$ cat src/rtl/btn_sched_pkg.sv
// Shared constants and event-entry type for the button event scheduler.
// BTN_SCHED_TIMESTAMP_EN adds a cycle-count timestamp to every queued event.
package btn_sched_pkg;

  localparam int DEF_N_BTN      = 4;
  localparam int DEF_FIFO_DEPTH = 4;
  localparam int DEF_ID_W       = 2;
  localparam int TS_W           = 16;

  typedef struct packed {
`ifdef BTN_SCHED_TIMESTAMP_EN
    logic [TS_W-1:0]     ts;
`endif
    logic [DEF_ID_W-1:0] id;
  } evt_entry_t;

  // Index width that still works for a single requester.
  function automatic int idx_w(input int n);
    return (n > 1) ? $clog2(n) : 1;
  endfunction

endpackage

$ cat src/rtl/button_event_scheduler_rr_arbiter.sv
// Combinational round-robin arbiter: one-hot grant, search starts at ptr and wraps.
// No latency; en=0 suppresses every grant.
module rr_arbiter #(
  parameter int N = 4,
  parameter int W = btn_sched_pkg::idx_w(N)
) (
  input  logic [N-1:0] req,
  input  logic         en,
  input  logic [W-1:0] ptr,
  output logic [N-1:0] grant,
  output logic [W-1:0] grant_idx,
  output logic         any_grant
);

  always_comb begin
    logic [W:0]   sum;
    logic [W-1:0] idx;
    grant     = '0;
    grant_idx = '0;
    any_grant = 1'b0;
    sum       = '0;
    idx       = '0;
    for (int i = 0; i < N; i++) begin
      sum = {1'b0, ptr} + (W+1)'(i);
      if (sum >= (W+1)'(N)) sum = sum - (W+1)'(N);
      idx = sum[W-1:0];
      if (en && !any_grant && req[idx]) begin
        grant[idx] = 1'b1;
        grant_idx  = idx;
        any_grant  = 1'b1;
      end
    end
  end

endmodule

$ cat src/rtl/sync_fifo.sv
// Generic synchronous FIFO; registered count, head data visible combinationally.
// Push ignored when full, pop ignored when empty; head reads as zero while empty.
module sync_fifo #(
  parameter int W     = 8,
  parameter int DEPTH = 4
) (
  input  logic                   clk,
  input  logic                   reset,
  input  logic                   push_vld,
  input  logic [W-1:0]           push_dat,
  output logic                   full,
  output logic                   pop_vld,
  input  logic                   pop_rdy,
  output logic [W-1:0]           pop_dat,
  output logic [$clog2(DEPTH):0] count
);

  localparam int AW = $clog2(DEPTH);

  logic [W-1:0]  mem [DEPTH];
  logic [AW-1:0] wr_ptr;
  logic [AW-1:0] rd_ptr;
  logic [AW:0]   count_q;
  logic          do_push;
  logic          do_pop;

  assign full    = (count_q == (AW+1)'(DEPTH));
  assign pop_vld = (count_q != '0);
  assign do_push = push_vld & ~full;
  assign do_pop  = pop_rdy & pop_vld;
  assign pop_dat = pop_vld ? mem[rd_ptr] : '0;
  assign count   = count_q;

  always_ff @(posedge clk) begin
    if (reset) begin
      wr_ptr  <= '0;
      rd_ptr  <= '0;
      count_q <= '0;
    end else begin
      if (do_push) wr_ptr <= wr_ptr + AW'(1);
      if (do_pop)  rd_ptr <= rd_ptr + AW'(1);
      case ({do_push, do_pop})
        2'b10:   count_q <= count_q + (AW+1)'(1);
        2'b01:   count_q <= count_q - (AW+1)'(1);
        default: count_q <= count_q;
      endcase
    end
  end

  // Storage needs no reset: the head is masked whenever the queue is empty.
  always_ff @(posedge clk) begin
    if (do_push) mem[wr_ptr] <= push_dat;
  end

endmodule

$ cat src/rtl/button_event_scheduler.sv
// Serializes button presses into a queued event stream; press-to-event 2 cycles.
// Backpressure via evt_ready: full queue holds presses pending, repeat press sets overflow. Macro: BTN_SCHED_TIMESTAMP_EN.
module button_event_scheduler
  import btn_sched_pkg::*;
#(
  parameter int N_BTN      = DEF_N_BTN,
  parameter int FIFO_DEPTH = DEF_FIFO_DEPTH,
  parameter int ID_W       = DEF_ID_W
) (
  input  logic                        clk,
  input  logic                        reset,
  input  logic [N_BTN-1:0]            btn_pulse,
  output logic                        evt_valid,
  output logic [ID_W-1:0]             evt_id,
`ifdef BTN_SCHED_TIMESTAMP_EN
  output logic [TS_W-1:0]             evt_ts,
`endif
  input  logic                        evt_ready,
  output logic [N_BTN-1:0]            pending,
  output logic [$clog2(FIFO_DEPTH):0] fifo_count,
  output logic                        overflow
);

  localparam int PTR_W = idx_w(N_BTN);

  typedef struct packed {
`ifdef BTN_SCHED_TIMESTAMP_EN
    logic [TS_W-1:0] ts;
`endif
    logic [ID_W-1:0] id;
  } entry_t;

  logic [N_BTN-1:0] pending_q;
  logic [PTR_W-1:0] rr_ptr_q;
  logic [PTR_W-1:0] rr_ptr_nxt;
  logic             overflow_q;
  logic [N_BTN-1:0] grant;
  logic [PTR_W-1:0] grant_idx;
  logic             any_grant;
  logic             fifo_full;
  entry_t           push_entry;
  entry_t           head_entry;

  rr_arbiter #(.N(N_BTN), .W(PTR_W)) u_arb (
    .req       (pending_q),
    .en        (~fifo_full),
    .ptr       (rr_ptr_q),
    .grant     (grant),
    .grant_idx (grant_idx),
    .any_grant (any_grant)
  );

  always_comb begin
    rr_ptr_nxt = rr_ptr_q;
    if (any_grant) begin
      rr_ptr_nxt = (grant_idx == PTR_W'(N_BTN - 1)) ? '0 : grant_idx + PTR_W'(1);
    end
  end

  // A pulse on a bit being granted this cycle is a fresh press and re-arms it;
  // a pulse on a bit still waiting is merged away and flagged.
  always_ff @(posedge clk) begin
    if (reset) begin
      pending_q  <= '0;
      rr_ptr_q   <= '0;
      overflow_q <= 1'b0;
    end else begin
      pending_q <= (pending_q & ~grant) | btn_pulse;
      rr_ptr_q  <= rr_ptr_nxt;
      if (|(btn_pulse & pending_q & ~grant)) overflow_q <= 1'b1;
    end
  end

`ifdef BTN_SCHED_TIMESTAMP_EN
  logic [TS_W-1:0] ts_q;

  always_ff @(posedge clk) begin
    if (reset) ts_q <= '0;
    else       ts_q <= ts_q + TS_W'(1);
  end

  always_comb begin
    push_entry    = '0;
    push_entry.id = ID_W'(grant_idx);
    push_entry.ts = ts_q;
  end

  assign evt_ts = head_entry.ts;
`else
  always_comb begin
    push_entry    = '0;
    push_entry.id = ID_W'(grant_idx);
  end
`endif

  sync_fifo #(.W($bits(entry_t)), .DEPTH(FIFO_DEPTH)) u_fifo (
    .clk      (clk),
    .reset    (reset),
    .push_vld (any_grant),
    .push_dat (push_entry),
    .full     (fifo_full),
    .pop_vld  (evt_valid),
    .pop_rdy  (evt_ready),
    .pop_dat  (head_entry),
    .count    (fifo_count)
  );

  assign evt_id   = head_entry.id;
  assign pending  = pending_q;
  assign overflow = overflow_q;

endmodule

$ cat config.mk
export PLATFORM = sky130hd
export DESIGN_NAME = button_event_scheduler
export DESIGN_NICKNAME = d
export VERILOG_FILES = /design/src/rtl/btn_sched_pkg.sv /design/src/rtl/button_event_scheduler_rr_arbiter.sv /design/src/rtl/sync_fifo.sv /design/src/rtl/button_event_scheduler.sv
export SDC_FILE = /design/constraint.sdc
export NUM_CORES = 1
export LEC_CHECK = 0
export ABC_AREA = 1
export BUFFER_PORTS_ARGS = -buffer_cell sky130_fd_sc_hd__clkbuf_2
export CAP_MARGIN = 5
export CORE_ASPECT_RATIO = 1.4
export CORE_MARGIN = 2
export CORE_UTILIZATION = 41
export DETAILED_ROUTE_END_ITERATION = 16
export HOLD_SLACK_MARGIN = 0.06
export PLACE_DENSITY_LB_ADDON = 0.3
export SLEW_MARGIN = 20
export SYNTH_ARGS = -nofsm -noshare
export SYNTH_HDL_FRONTEND = slang
export SYNTH_SLANG_ARGS = --single-unit
$ cat constraint.sdc
create_clock -name clk -period 3.5 [get_ports clk]
set_clock_uncertainty 0.05 [all_clocks]
set_input_delay 0.7 -clock clk [delete_from_list [all_inputs] [get_ports clk]]
set_output_delay 0.7 -clock clk [all_outputs]
set_load 0.01 [all_outputs]
* Yosys cells after proc, flatten, opt, wreduce, memory -nomap -nowiden
Memory sizes are Yosys's and may differ from the RTL's. A register that Yosys moved wholly into a read port is not among the register bits.
Cells that the tools add are included.
** Storage, ports and cells
- Bits of input ports :: 7
- Output and inout port bits :: 11
- RAM bits :: 8
- Bits in registers :: 14
- Logic and storage cells :: 102
- Memories :: 1
** Cells by class
- Bitwise logic cells :: 11
- Equality and inequality tests :: 4
- Order comparisons :: 12
- Reduce and logical (&&, ||, !) cells :: 17
- Mux-type cells :: 39
- Add/subtract/negate cells :: 12
** Memory list
- u_fifo.mem :: depth 4, width 2, read ports 1, clocked after memory_dff 1, write ports 1, line sync_fifo.sv:20 : logic [W-1:0] mem [DEPTH];
** Operators with widths (count)
- 2-bit two-way mux :: 12
- 4-bit two-way mux :: 4
- 4-bit OR :: 4
- 1-bit two-way mux :: 14
- 4-bit bitwise AND :: 3
- 2-bit by 3-bit less-than comparator with 1-bit output (second input constant) :: 4
- 1-bit logical AND :: 11
- 3-bit greater-or-equal comparator (second input constant) :: 3
- 1-bit binary-select mux with 2-bit select :: 4
- 1-bit demux with 2-bit select :: 4
- 2-bit by 1-bit greater-or-equal comparator with 1-bit output (second input constant) :: 4
- 2-bit by 1-bit subtractor with 2-bit output (second input constant) :: 4
- 2-bit by 1-bit adder with 2-bit output (second input constant) :: 3
- 2-bit by 2-bit adder with 3-bit output (second input constant) :: 2
- 3-bit one-hot mux with 2 select lines :: 1
- 2-bit equality test (second input constant) :: 2
- 4-bit NOT :: 1
- 4-bit OR reduction :: 1
- 2-bit by 1-bit adder with 3-bit output (second input constant) :: 1
- 3-bit by 1-bit adder with 3-bit output (second input constant) :: 1
- 3-bit equality test (second input constant) :: 1
- 2-bit by 3-bit greater-or-equal comparator with 1-bit output (second input constant) :: 1
- 1-bit zero test :: 3
- 3-bit nonzero test :: 1
- other kinds (5) :: 6

* Logic depth before layout (Yosys ltp)
- Depth in word-level cells :: 21
- Mapped depth :: 17
- Depth with buffers taken out :: 17

* By module
A second synthesis with hierarchy kept.
** Second synthesis, totals
- Cell total of the unflattened synthesis :: 225
- Area, all modules :: 1659.1 um2
** By module, submodules not included
- sync_fifo :: area an instance 834.6 um2, cells an instance 96, instances 1, seq. area each 420.4 um2
- rr_arbiter :: area an instance 543.0 um2, cells an instance 92, instances 1, seq. area each 0.0 um2
- button_event_scheduler :: area an instance 281.5 um2, cells an instance 37, instances 1, seq. area each 140.1 um2

* Worst setup path after synthesis
OpenSTA, ideal clock, no wires.
- Kind :: flip-flop to flip-flop
- From :: reg rr_ptr_q[1]
- To :: reg u_fifo.count_q[2] (netlist: u_fifo.count[2])
- Slack :: 0.666 ns
- Stages on the path, launching flop included :: 18
- Path buffers :: 0
- Clock period less this slack :: 2.834 ns
- Required time :: 3.392 ns
- Arrival time :: 2.726 ns
- Setup time :: 0.058 ns
- Cells stage by stage :: dfxtp_1 inv_1 ha_1 inv_1 nand2_1 nand2_2 nand3_2 nand2_2 nor2_4 nand2_4 inv_2 ha_1 inv_1 fa_1 a21oi_1 o21ai_0 a21oi_1 o21a_1
** On the way
- Cells in the longest elaborated chain, start to end :: 21
- Elaborated cells between the ends (all ways) :: 42
- Classes of those cells :: add/sub: 7; order compare: 4; eq/ne: 2; mux: 17; bitwise: 1; reduce/logical: 11
** Ends and longest elaborated chain
- from (decl) :: line button_event_scheduler.sv:34 : logic [PTR_W-1:0] rr_ptr_q;
- from (signal assigned) :: line button_event_scheduler.sv:69 : rr_ptr_q <= rr_ptr_nxt;
- 2-bit by 3-bit greater-or-equal comparator with 1-bit output / 2-bit by 1-bit subtractor with 2-bit output (equally long branches) :: line button_event_scheduler_rr_arbiter.sv:25 : if (sum >= (W+1)'(N)) sum = sum - (W+1)'(N);
- 2-bit two-way mux :: line button_event_scheduler_rr_arbiter.sv:25
- 1-bit binary-select mux with 2-bit select :: line button_event_scheduler_rr_arbiter.sv:27 : if (en && !any_grant && req[idx]) begin
- 1-bit two-way mux (implied by the code) :: line button_event_scheduler_rr_arbiter.sv:27
- 1-bit logical AND :: line button_event_scheduler_rr_arbiter.sv:27
- 1-bit two-way mux :: line button_event_scheduler_rr_arbiter.sv:27
- 1-bit zero test :: line button_event_scheduler_rr_arbiter.sv:27
- 1-bit logical AND (2 in series) :: line button_event_scheduler_rr_arbiter.sv:27
- [2 not listed]
- 1-bit logical AND (2 in series) :: line button_event_scheduler_rr_arbiter.sv:27
- 1-bit two-way mux :: line button_event_scheduler_rr_arbiter.sv:27
- 1-bit zero test :: line button_event_scheduler_rr_arbiter.sv:27
- 1-bit logical AND (2 in series) :: line button_event_scheduler_rr_arbiter.sv:27
- 1-bit two-way mux * :: line button_event_scheduler_rr_arbiter.sv:27
- 1-bit bitwise AND * :: line sync_fifo.sv:29 : assign do_push = push_vld & ~full;
- 2-bit by 1-bit equality test with 1-bit output / 2-bit equality test (equally long branches) :: line sync_fifo.sv:42 : case ({do_push, do_pop})
- 3-bit one-hot mux with 2 select lines / 2-bit nonzero test (equally long branches)
- to (signal assigned) :: line sync_fifo.sv:43 : 2'b10: count_q <= count_q + (AW+1)'(1);
- to (signal assigned) :: line sync_fifo.sv:44 : 2'b01: count_q <= count_q - (AW+1)'(1);
- to (signal assigned) :: line sync_fifo.sv:45 : default: count_q <= count_q;
- to (decl) :: line sync_fifo.sv:23 : logic [AW:0] count_q;
Mark *: on every way between the ends. The rest lies on a longest branch, timed or not. The select of a mux whose other input is x is not followed.
A chain may end at the register's enable or synchronous reset.

* Worst setup path after layout
Ends and elaborated chain as after synthesis.

==> metrics <==
CP Depth 17; Final Setup Violations 0; Leakage Power 0.0008514 uW; NetSw 894.5 uW; status finished, final reports clean; WL met1 1318 um; total track usage 0.1708; critical path data arrival time 3.01 ns; DP Wirelength 2786 um; vias in the first global route 1328; clk sink count 24; cells along the critical path inv_1 > ha_1 > inv_1 > nand2_1 > nand2_2 > nand3_2 > nand2_2 > nor2_4 > nand2_4 > inv_2 > ha_1 > inv_1 > fa_1 > a21oi_1 > o21ai_0 > a21oi_1 > o21a_1; synth cell count leaders nand2_1, inv_1, nor2_1; dpl ws 0.6524 ns; Via density 5.091; Setup crit start rr_ptr_q[1]; r2r worst-path depth 17; total gr overflow 0; Top Ports 18; final antenna-violating net count 0; Top FF cell, synth dfxtp_1; Clock Root Buffer clkbuf_8; Critical-path top delay cell ha_1; Tcrit/Tclk final 0.8135; CTS max path bufs 2; crit path time final 2.847 ns; Core Box Area 3676 um2; max-cap viol count 0; Hold Slack 0.4609 ns; final core utilization 0.4854; Critical Path RT 3.67 ns; nets 254; Mean Syn Cell Area 7.501 um2; Worst-path clk slew 0.08 ns; unrepaired setup endpoints after global routing false; TNS Setup 0 ns; Rel. slew slack 0.6411; Tot Pwr 1778 uW; top cells by area, synth dfxtp_1, edfxtp_1, nand2_1; detailed-route via count 1405; routed wl met2 1822 um; Num CTS Buffers 3; Cells after Synth 211; drt total wl 3403 um; DRC 0; DIE WIDTH 56.51 um; internal power 883.6 uW; antenna cells 0; Largest delay share family, worst path adder cells; critical path type flip-flop to flip-flop; combinational power share 0.643; initial antenna violation count 0; sequential fraction of design power 0.265; Crit Path Max Fanout 8; Min-Delay Path Class flip-flop to flip-flop; most frequent cell after synthesis nand2_1; die footprint 4380 um2; first-pass GRT wire length 5823 um; placer congestion estimate 0.9733; crit end category flip-flop; CTS tree built; pin count of the biggest net entering global routing 16; sequential element share of the synthesized area 0.3542; Yosys cell types 29; Max VDD drop 0.0004969 V; #FFs+latches synth 24; Startpoint Class flip-flop; post-CTS setup buffers 0; PwrDens 996.6 nW/um2; Post-CTS Hold Fix Bufs 0; htree depth 1; syn_nets 230; Max Clk Rate 351.2 MHz; fin. max-slew vios 0; WL met3 134 um; Yosys top cell area share 0.2024; Fillers 397; final hold violations 0; flop-to-flop setup slack 0.65 ns; area grow syn2layout 12.73%; post-CTS sizing 0; end of the critical path u_fifo.count[2]; Worst Path Buf+Inv 4; synthesized area 1583 um2; YS warnings 0; later-pin clock latency in the skew report 0.26 ns; Chip Height 77.52 um; Pre-antenna DRT Iters 4; Initial Utilization 0.4306; port buffer count 17; leading area contributor after synthesis dfxtp_1; wire per inst 12.33 um; Clock power frac 0.092; most used cell, CP inv_1; critical path's largest stage delay 0.39 ns; Critical R2R Capture u_fifo.count[2]; net switching fraction of the power 0.5031; # rows 26; DRT iter0 DRCs 50; share of cells above drive strength 1 0.2051; DR top layer met4; PnR worst setup slack 0.6526 ns; Post-synth ARST share 0; slew of the pin with the lowest slew margin 0.5359 ns; Reg-to-Reg Start rr_ptr_q[1]; Post-synth EDFFs 8
==> power by group through the flow <==
stage / Clock, uW / Sequential, uW / Combinational (uW)
after global routing: 179 / 485 / 1290
after global placement: 0 / 477 / 1140
final: 163 / 472 / 1140
after detailed placement: 0 / 480 / 1150
after CTS: 168 / 473 / 1150
after floorplan: 0 / 492 / 837
==> per-stage QoR <==
step | instance area [um2] | instances
6_report | 1784 | 276
5_1_grt | 1784 | 276
4_1_cts | 1784 | 276
3_5_place_dp | 1739 | 272
3_3_place_gp | 1739 | 272
2_1_floorplan | 1583 | 211
==> layout make-up <==
| cell class | count | area (um2) | share of cell area |
|---|---|---|---|
| Tap cell | 42 | 52.55 | 0.02945 |
| Inverter | 32 | 120.1 | 0.06732 |
| Timing Repair Buffer | 20 | 107.6 | 0.06031 |
| Clock buffer | 3 | 41.29 | 0.02314 |
| Clock inverter | 1 | 3.754 | 0.002104 |
| Sequential cell | 24 | 560.5 | 0.3142 |
| Multi-Input combinational cell | 154 | 898.4 | 0.5035 |
==> metal layers <==
metal  vias to the layer above  GRT usage
met3                        11    0.02333
met2                        42     0.3163
met4                         0    0.09048
met5                         -          0
li1                        735          -
met1                       617     0.1816
==> worst min path at each step <==
stage / from / endpoint / cells past startpoint
floorplan: u_fifo.wr_ptr[1] / u_fifo.wr_ptr[1] / 2
global placement: u_fifo.count[0] / u_fifo.count[0] / 2
detailed placement: u_fifo.count[0] / u_fifo.count[0] / 2
CTS: u_fifo.count[0] / u_fifo.count[0] / 2
global route: u_fifo.wr_ptr[1] / u_fifo.wr_ptr[1] / 2
finish: u_fifo.wr_ptr[1] / u_fifo.wr_ptr[1] / 2
==> cells in the final DEF (no fill, tap or decap) <==
cell type / count
o21ai_4: 1
clkbuf_8: 3
dfxtp_1: 16
inv_2: 4
o21a_1: 2
a21oi_1: 10
a211oi_1: 2
nor3b_1: 3
nor3_1: 2
nor2_4: 2
nand3b_1: 1
a31oi_1: 1
nor2_2: 2
nand2_2: 5
nand2_4: 2
nor2_1: 27
buf_4: 3
o211ai_1: 1
fa_1: 1
nand4_1: 6
o22ai_1: 1
ha_1: 11
edfxtp_1: 8
clkinv_1: 1
o21ai_1: 2
nand3_1: 12
clkbuf_2: 17
inv_1: 28
a21oi_2: 1
nand3_2: 8
nand2_1: 46
o21ai_0: 5
==> cell families after synthesis <==
family	Yosys count	synth area share
fa+ha+maj	12	0.09960
buf+inv	33	0.07826
simple gates	116	0.3668
flops	24	0.3542
compound gates	26	0.1012
==> worst min-delay path, delay by kind of cell (launching register included) <==
family | cells | cell delay (ns)
and+or+nand+nor | 1 | 0.07
DFF | 1 | 0.35
AOI/OAI and AO/OA | 1 | 0.05
No activity file was read; power rests on OpenSTA's default activity.
